===== config.mk =====
export PLATFORM = sky130hd
export DESIGN_NAME = alu_decode_stage
export DESIGN_NICKNAME = d
export VERILOG_FILES = /design/src/rtl/alu_decode_stage.sv
export SDC_FILE = /design/constraint.sdc
export NUM_CORES = 1
export LEC_CHECK = 0
export ABC_CLOCK_PERIOD_IN_PS = 2000
export CAP_MARGIN = 5
export CELL_PAD_IN_SITES_DETAIL_PLACEMENT = 0
export CELL_PAD_IN_SITES_GLOBAL_PLACEMENT = 1
export CORE_ASPECT_RATIO = 1.25
export CORE_MARGIN = 8
export CORE_UTILIZATION = 30
export DETAILED_ROUTE_END_ITERATION = 6
export PLACE_DENSITY_LB_ADDON = 0.3
export SLEW_MARGIN = 5
export SYNTH_ARGS = -nofsm -noshare
export SYNTH_HDL_FRONTEND = slang
export SYNTH_SLANG_ARGS = --single-unit

===== constraint.sdc =====
create_clock -name clk -period 2 [get_ports clk]
set_input_delay 0.2 -clock clk [delete_from_list [all_inputs] [get_ports clk]]
set_output_delay 0.2 -clock clk [all_outputs]
set_load 0.005 [all_outputs]

===== src/rtl/alu_decode_stage.sv =====
// ALU decode stage: decodes alu_op/op/funct3/funct7 into ALU control and memory
// attributes, buffered in a small in-order FIFO. Define ALU_DECODE_ILLEGAL_EN for illegal-encoding detection.
module alu_decode_stage #(
  parameter int unsigned ALUOP_WIDTH = 3,
  parameter int unsigned OP_WIDTH    = 7,
  parameter int unsigned F3_WIDTH    = 3,
  parameter int unsigned F7_WIDTH    = 7,
  parameter int unsigned CTRL_WIDTH  = 4,
  parameter int unsigned DEPTH       = 2
) (
  input  logic                   clk,
  input  logic                   rst_n,
  input  logic                   in_valid,
  output logic                   in_ready,
  input  logic [ALUOP_WIDTH-1:0] alu_op,
  input  logic [OP_WIDTH-1:0]    op,
  input  logic [F3_WIDTH-1:0]    funct3,
  input  logic [F7_WIDTH-1:0]    funct7,
  output logic                   out_valid,
  input  logic                   out_ready,
  output logic [CTRL_WIDTH-1:0]  alu_ctrl,
  output logic [1:0]             mem_size,
  output logic                   mem_unsigned,
  output logic                   illegal,
  output logic                   err_sticky,
  output logic [2:0]             level
);

  localparam int unsigned PTR_W = (DEPTH > 1) ? $clog2(DEPTH) : 1;
  localparam int unsigned SLOTS = 1 << PTR_W;
  localparam int unsigned LVL_W = 3;

  localparam logic [3:0] C_ADD   = 4'b0000;
  localparam logic [3:0] C_SUB   = 4'b1000;
  localparam logic [3:0] C_SLL   = 4'b0001;
  localparam logic [3:0] C_SLT   = 4'b0010;
  localparam logic [3:0] C_SLTU  = 4'b0011;
  localparam logic [3:0] C_XOR   = 4'b0100;
  localparam logic [3:0] C_SRL   = 4'b0101;
  localparam logic [3:0] C_SRA   = 4'b1101;
  localparam logic [3:0] C_OR    = 4'b0110;
  localparam logic [3:0] C_AND   = 4'b0111;
  localparam logic [3:0] C_PASSB = 4'b1001;

  logic [3:0]       dec_ctrl;
  logic [1:0]       dec_size;
  logic             dec_uns;
  logic             dec_ill;

  logic [3:0]       ctrl_q [SLOTS];
  logic [3:0]       ctrl_d [SLOTS];
  logic [1:0]       size_q [SLOTS];
  logic [1:0]       size_d [SLOTS];
  logic             uns_q  [SLOTS];
  logic             uns_d  [SLOTS];
  logic             ill_q  [SLOTS];
  logic             ill_d  [SLOTS];

  logic [PTR_W-1:0] wr_ptr_q, wr_ptr_d;
  logic [PTR_W-1:0] rd_ptr_q, rd_ptr_d;
  logic [LVL_W-1:0] level_q, level_d;
  logic             in_ready_q, in_ready_d;
  logic             out_valid_q, out_valid_d;
  logic             err_q, err_d;
  logic             push, pop;
  logic             unused_fields;

  assign unused_fields = ^{op, funct3, funct7};

`ifdef ALU_DECODE_ILLEGAL_EN
  logic f7_zero, f7_alt;
  assign f7_zero = (funct7 == '0);
  assign f7_alt  = (funct7 == F7_WIDTH'(7'h20));
`endif

  // Decode of the incoming request
  always_comb begin
    dec_ctrl = C_ADD;
    dec_size = 2'd0;
    dec_uns  = 1'b0;
    dec_ill  = 1'b0;
    case (alu_op)
      ALUOP_WIDTH'(0): begin
        case (funct3[2:0])
          3'b000:  dec_ctrl = (op[5] && funct7[5]) ? C_SUB : C_ADD;
          3'b001:  dec_ctrl = C_SLL;
          3'b010:  dec_ctrl = C_SLT;
          3'b011:  dec_ctrl = C_SLTU;
          3'b100:  dec_ctrl = C_XOR;
          3'b101:  dec_ctrl = funct7[5] ? C_SRA : C_SRL;
          3'b110:  dec_ctrl = C_OR;
          default: dec_ctrl = C_AND;
        endcase
      end
      ALUOP_WIDTH'(1): begin
        dec_size = funct3[1:0];
        dec_uns  = funct3[2];
      end
      ALUOP_WIDTH'(2): dec_size = funct3[1:0];
      ALUOP_WIDTH'(3): begin
        case (funct3[2:1])
          2'b10:   dec_ctrl = C_SLT;
          2'b11:   dec_ctrl = C_SLTU;
          default: dec_ctrl = C_SUB;
        endcase
      end
      ALUOP_WIDTH'(5): dec_ctrl = C_PASSB;
      default:         dec_ctrl = C_ADD;
    endcase
`ifdef ALU_DECODE_ILLEGAL_EN
    case (alu_op)
      ALUOP_WIDTH'(0): begin
        if (op[5] && !f7_zero && !f7_alt) dec_ill = 1'b1;
        if (op[5] && f7_alt && funct3[2:0] != 3'b000 && funct3[2:0] != 3'b101) dec_ill = 1'b1;
        if (!op[5] && funct3[2:0] == 3'b001 && !f7_zero) dec_ill = 1'b1;
      end
      ALUOP_WIDTH'(1): dec_ill = (funct3[2:0] == 3'b011) || (funct3[2:1] == 2'b11);
      ALUOP_WIDTH'(2): dec_ill = (funct3[2:0] >= 3'b011);
      ALUOP_WIDTH'(3): dec_ill = (funct3[2:1] == 2'b01);
      default:         dec_ill = 1'b0;
    endcase
    // Illegal entries carry a neutral payload
    if (dec_ill) begin
      dec_ctrl = C_ADD;
      dec_size = 2'd0;
      dec_uns  = 1'b0;
    end
`endif
  end

  // Buffer bookkeeping; in_ready depends only on occupancy, never on out_ready
  always_comb begin
    push        = in_valid && in_ready_q;
    pop         = out_valid_q && out_ready;
    ctrl_d      = ctrl_q;
    size_d      = size_q;
    uns_d       = uns_q;
    ill_d       = ill_q;
    wr_ptr_d    = wr_ptr_q;
    rd_ptr_d    = rd_ptr_q;
    err_d       = err_q;
    if (push) begin
      ctrl_d[wr_ptr_q] = dec_ctrl;
      size_d[wr_ptr_q] = dec_size;
      uns_d[wr_ptr_q]  = dec_uns;
      ill_d[wr_ptr_q]  = dec_ill;
      wr_ptr_d = (wr_ptr_q == PTR_W'(DEPTH - 1)) ? '0 : wr_ptr_q + PTR_W'(1);
      err_d    = err_q | dec_ill;
    end
    if (pop) begin
      rd_ptr_d = (rd_ptr_q == PTR_W'(DEPTH - 1)) ? '0 : rd_ptr_q + PTR_W'(1);
    end
    level_d     = level_q + LVL_W'(push) - LVL_W'(pop);
    in_ready_d  = (level_d < LVL_W'(DEPTH));
    out_valid_d = (level_d != '0);
  end

  always_ff @(posedge clk or negedge rst_n) begin
    if (!rst_n) begin
      for (int i = 0; i < int'(SLOTS); i++) begin
        ctrl_q[i] <= '0;
        size_q[i] <= '0;
        uns_q[i]  <= 1'b0;
        ill_q[i]  <= 1'b0;
      end
      wr_ptr_q    <= '0;
      rd_ptr_q    <= '0;
      level_q     <= '0;
      in_ready_q  <= 1'b1;
      out_valid_q <= 1'b0;
      err_q       <= 1'b0;
    end else begin
      ctrl_q      <= ctrl_d;
      size_q      <= size_d;
      uns_q       <= uns_d;
      ill_q       <= ill_d;
      wr_ptr_q    <= wr_ptr_d;
      rd_ptr_q    <= rd_ptr_d;
      level_q     <= level_d;
      in_ready_q  <= in_ready_d;
      out_valid_q <= out_valid_d;
      err_q       <= err_d;
    end
  end

  // Head entry is forced to zero while the buffer is empty
  assign in_ready     = in_ready_q;
  assign out_valid    = out_valid_q;
  assign level        = level_q;
  assign alu_ctrl     = out_valid_q ? CTRL_WIDTH'(ctrl_q[rd_ptr_q]) : '0;
  assign mem_size     = out_valid_q ? size_q[rd_ptr_q] : 2'd0;
  assign mem_unsigned = out_valid_q && uns_q[rd_ptr_q];
  assign illegal      = out_valid_q && ill_q[rd_ptr_q];
  assign err_sticky   = err_q;

endmodule


==> summary.md <==
| Metric | Value |
|---|---|
| Status | completed |
| Syn nets | approximately 150 |
| Slew Viols, Final | 0 |
| Synth Area in Compound Gates | 0.103 |
| Mean Syn Cell Area | 9.97 um2 |
| Ys async rst share | 1.00 |
| Max VDD drop | 330 uV |
| Clock skew | 0.00548 ns |
| Chip height | 86.3 um |
| Iteration count of the initial detailed-routing pass | 4 |
| Final min period | 1.89 ns |
| Cells after synthesis | 119 |
| Final #Nets | approximately 180 |
| Core area | ~3800 um2 |
| Most common cell after layout, fill and taps aside | clkdlybuf4s50_1 |
| DIE WIDTH | about 72 um |
| Fraction of layout cells with a size suffix above 1 | 0.107 |
| Power per Cell Area | about 1200 nW/um2 |
| CP max stage cell | dfstp_2 |
| Die Footprint | 6230 um2 |
| Post-Synth XOR/XNOR Area | 0.0295 |
| Via-per-instance ratio | between 4 and 5 |
| Detailed Route WL | 2530 um |
| Grt ovf | 0 |
| CTS tree | done |
| Syn-to-layout area delta | 33.0% |
| Hold-fix buffers, CTS | 0 |
| Initial Util | 0.313 |
| CP Data Arrival Time | 2.09 ns |
| First-pass GRT wire length | 4440 um |
| HPWL after DPL | a little under 2000 um |
| Synth Area in Simple Gates | 0.219 |
| Required @ worst endpoint | 2.20 ns |
| H-tree Lvls | 1 |
| Adder-cell share of the synthesized area | 0.0380 |
| Final Hold Viols | 0 |
| Reg-to-reg slack, setup | 0.11 ns |
| Non-Filler Instances | 203 |
| Post-route ant nets | 0 |
| Post-synthesis mux area share | 0.0675 |
| Drc violations | 0 |
| Fin crit share | 0.944 |
| Top cell type's share of synthesized area | 0.464 |
| Min-Delay Path Class | in -> async |
| CP endpoint kind | flip-flop |
| Root Driver | clkbuf_8 |
| GR met3 Demand/Resource | 0.0196 |
| Register Area | 578 um2 |
| # port buffers | 24 |
| Largest net degree at the start of global routing | 24 |
| Initial antenna violation count | 0 |
| Clock Pin Slew Worst Setup and Hold Paths | around 0.080 ns |
| RePlAce Congestion | ~0.69 |
| Top_reg_cell synth | dfrtp_1 |
| Area occupied by multi-input gates | 557 um2 |
| Vias in the first global route | 960 |
| Critical path class | reg -> reg |
| Placed insts | 199 |
| Met1 Usage GRT | 0.108 |
| Ys Warns | 0 |
| Startpoint class of the critical path | flip-flop |
| Max Fclk | ~530 MHz |
| # fillers | 393 |
| Post-CTS Setup Bufs | 0 |
| Max cap viols | 0 |
| Via count | 922 |
| Worst skew pair latency | about 0.26 ns |
| Commonest cells after routing, fill and taps aside | 24 x clkdlybuf4s50_1, 21 x dfrtp_1, 18 x nand2_1, 10 x nor2b_1, 9 x buf_4 |
| GRT busiest layer | met2 |
| Sequential cell area fraction in the yosys report | 0.486 |
| Final core utilization | 0.417 |
| # rows | 25 |
| Synth Register Bits | 23 |
| Total GRT Usage | 0.0886 |
| Number of CTS-inserted buffers | 3 |
| Final Setup Violations | 0 |
| Final setup TNS | 0 ns |
| Routed WL per cell | 12.5 um |
| Crit-path max FO | 3 |
| Max stage delay on crit path | roughly 0.54 ns |
| Synthesized cell area | 1190 um2 |
| Distinct cells, synth | 33 |
| RSZ-0062 raised after global routing | no |
| Clk sinks | 23 |
| M2 GR Usage | 0.139 |
| I/O Pins | 38 |
| Cell taking the most area after synthesis | dfrtp_1 |
| Main combinational cell family by area after synthesis | simple AND/OR/NAND/NOR gates |
| ANT cells | 0 |
| Pleak | 0.000681 uW |
| Worst-path cell chain | nand2_1 -> ha_1 -> inv_1 -> ha_1 -> inv_1 -> fa_2 -> xnor2_2 -> and2_1 |
| 1st-iter DRT viols | 17 |
| Number of synthesized flops with an enable pin | 0 |
| CTS Buffer Depth | 2 |
| WP buf/inv | 2 |
| Synth area leaders | dfrtp_1 46%, mux2i_1 6.8%, nand2_1 5.7% |
| CP delay by family, top | adder cells |
==> metal layers <==
layer	part of all wire	routed length [um]
met1	0.47	1190
met2	0.45	1150
met3	0.053	134
met4	0.022	57
met5	0	0
==> worst reg2reg max path, cell delays in order, from the launching register on <==
cell	delay (ns)
dfstp_2	0.54
nand2_1	0.07
ha_1	0.30
inv_1	0.06
ha_1	0.13
inv_1	0.05
fa_2	0.35
xnor2_2	0.16
and2_1	0.17
==> per-stage QoR <==
| stage | power, uW | area, um2 | setup slack (ns) | hold WS, ns |
|---|---|---|---|---|
| 2_1_floorplan | 1250 | 1190 | 0.101 | -0.0956 |
| 3_3_place_gp | 1640 | 1520 | -0.158 | 0.457 |
| 3_5_place_dp | 1670 | 1520 | -0.188 | 0.461 |
| 4_1_cts | 1990 | 1570 | 0.000962 | 0.304 |
| 5_1_grt | 2130 | 1580 | 0.00591 | 0.311 |
| 6_report | 1960 | 1580 | 0.112 | 0.293 |
==> synth_stat cells, drive strengths merged, types with 3 or more instances <==
cell type	count
a31oi	3
buf	4
dfrtp	22
nor2b	10
o211ai	4
nand3b	3
mux2i	8
clkbuf	3
and2	5
nand2	18
inv	6
xor2	3
o21ai	8
==> final timing paths <==
path,start,end,cells after the start
max in group asynchronous,rst_n,in_ready,2
min in group clk,uns_q[0],uns_q[0],2
worst max-delay path,in_ready,in_ready,8
worst min register to register,uns_q[0],uns_q[0],2
worst min-delay path,rst_n,out_valid,2
worst max register to register,in_ready,in_ready,8
==> area by class of cell <==
class	instances	area share
inverter	6	0.0143
tap	54	0.0428
multi-input combinational	83	0.353
clock buffer	4	0.0285
timing repair buffer	33	0.195
sequential	23	0.366
==> registers in the layout, indices dropped and copies added, names as in the netlist <==
signal,cells
ctrl_q,8
level,3
ill_q,2
size_q,4
rd_ptr_q,1
out_valid,1
in_ready,1
wr_ptr_q,1
uns_q,2
==> power breakdown <==
group	leakage [uW]	switching [uW]	internal, uW
Combinational	0.000366	353	519
Clock	0.0000228	138	142
Sequential	0.000292	149	659
Total	0.000681	640	1320
==> repair_timing <==
action                                 CTS  global route
setup endpoints to repair                2            11
endpoints found under the hold margin    0             0
gates resized for setup                  1             2
pin swaps                                0             1
==> logic make-up after synthesis <==
logic type | count (synthesis)
AO/OA/AOI/OAI | 19
buffers and inverters | 13
adder cells (fa/ha/maj) | 3
other | 1
flip-flops | 23
multiplexers | 8
XOR/XNOR | 4
AND/OR/NAND/NOR | 48
Power figures use the tool's default switching activity.
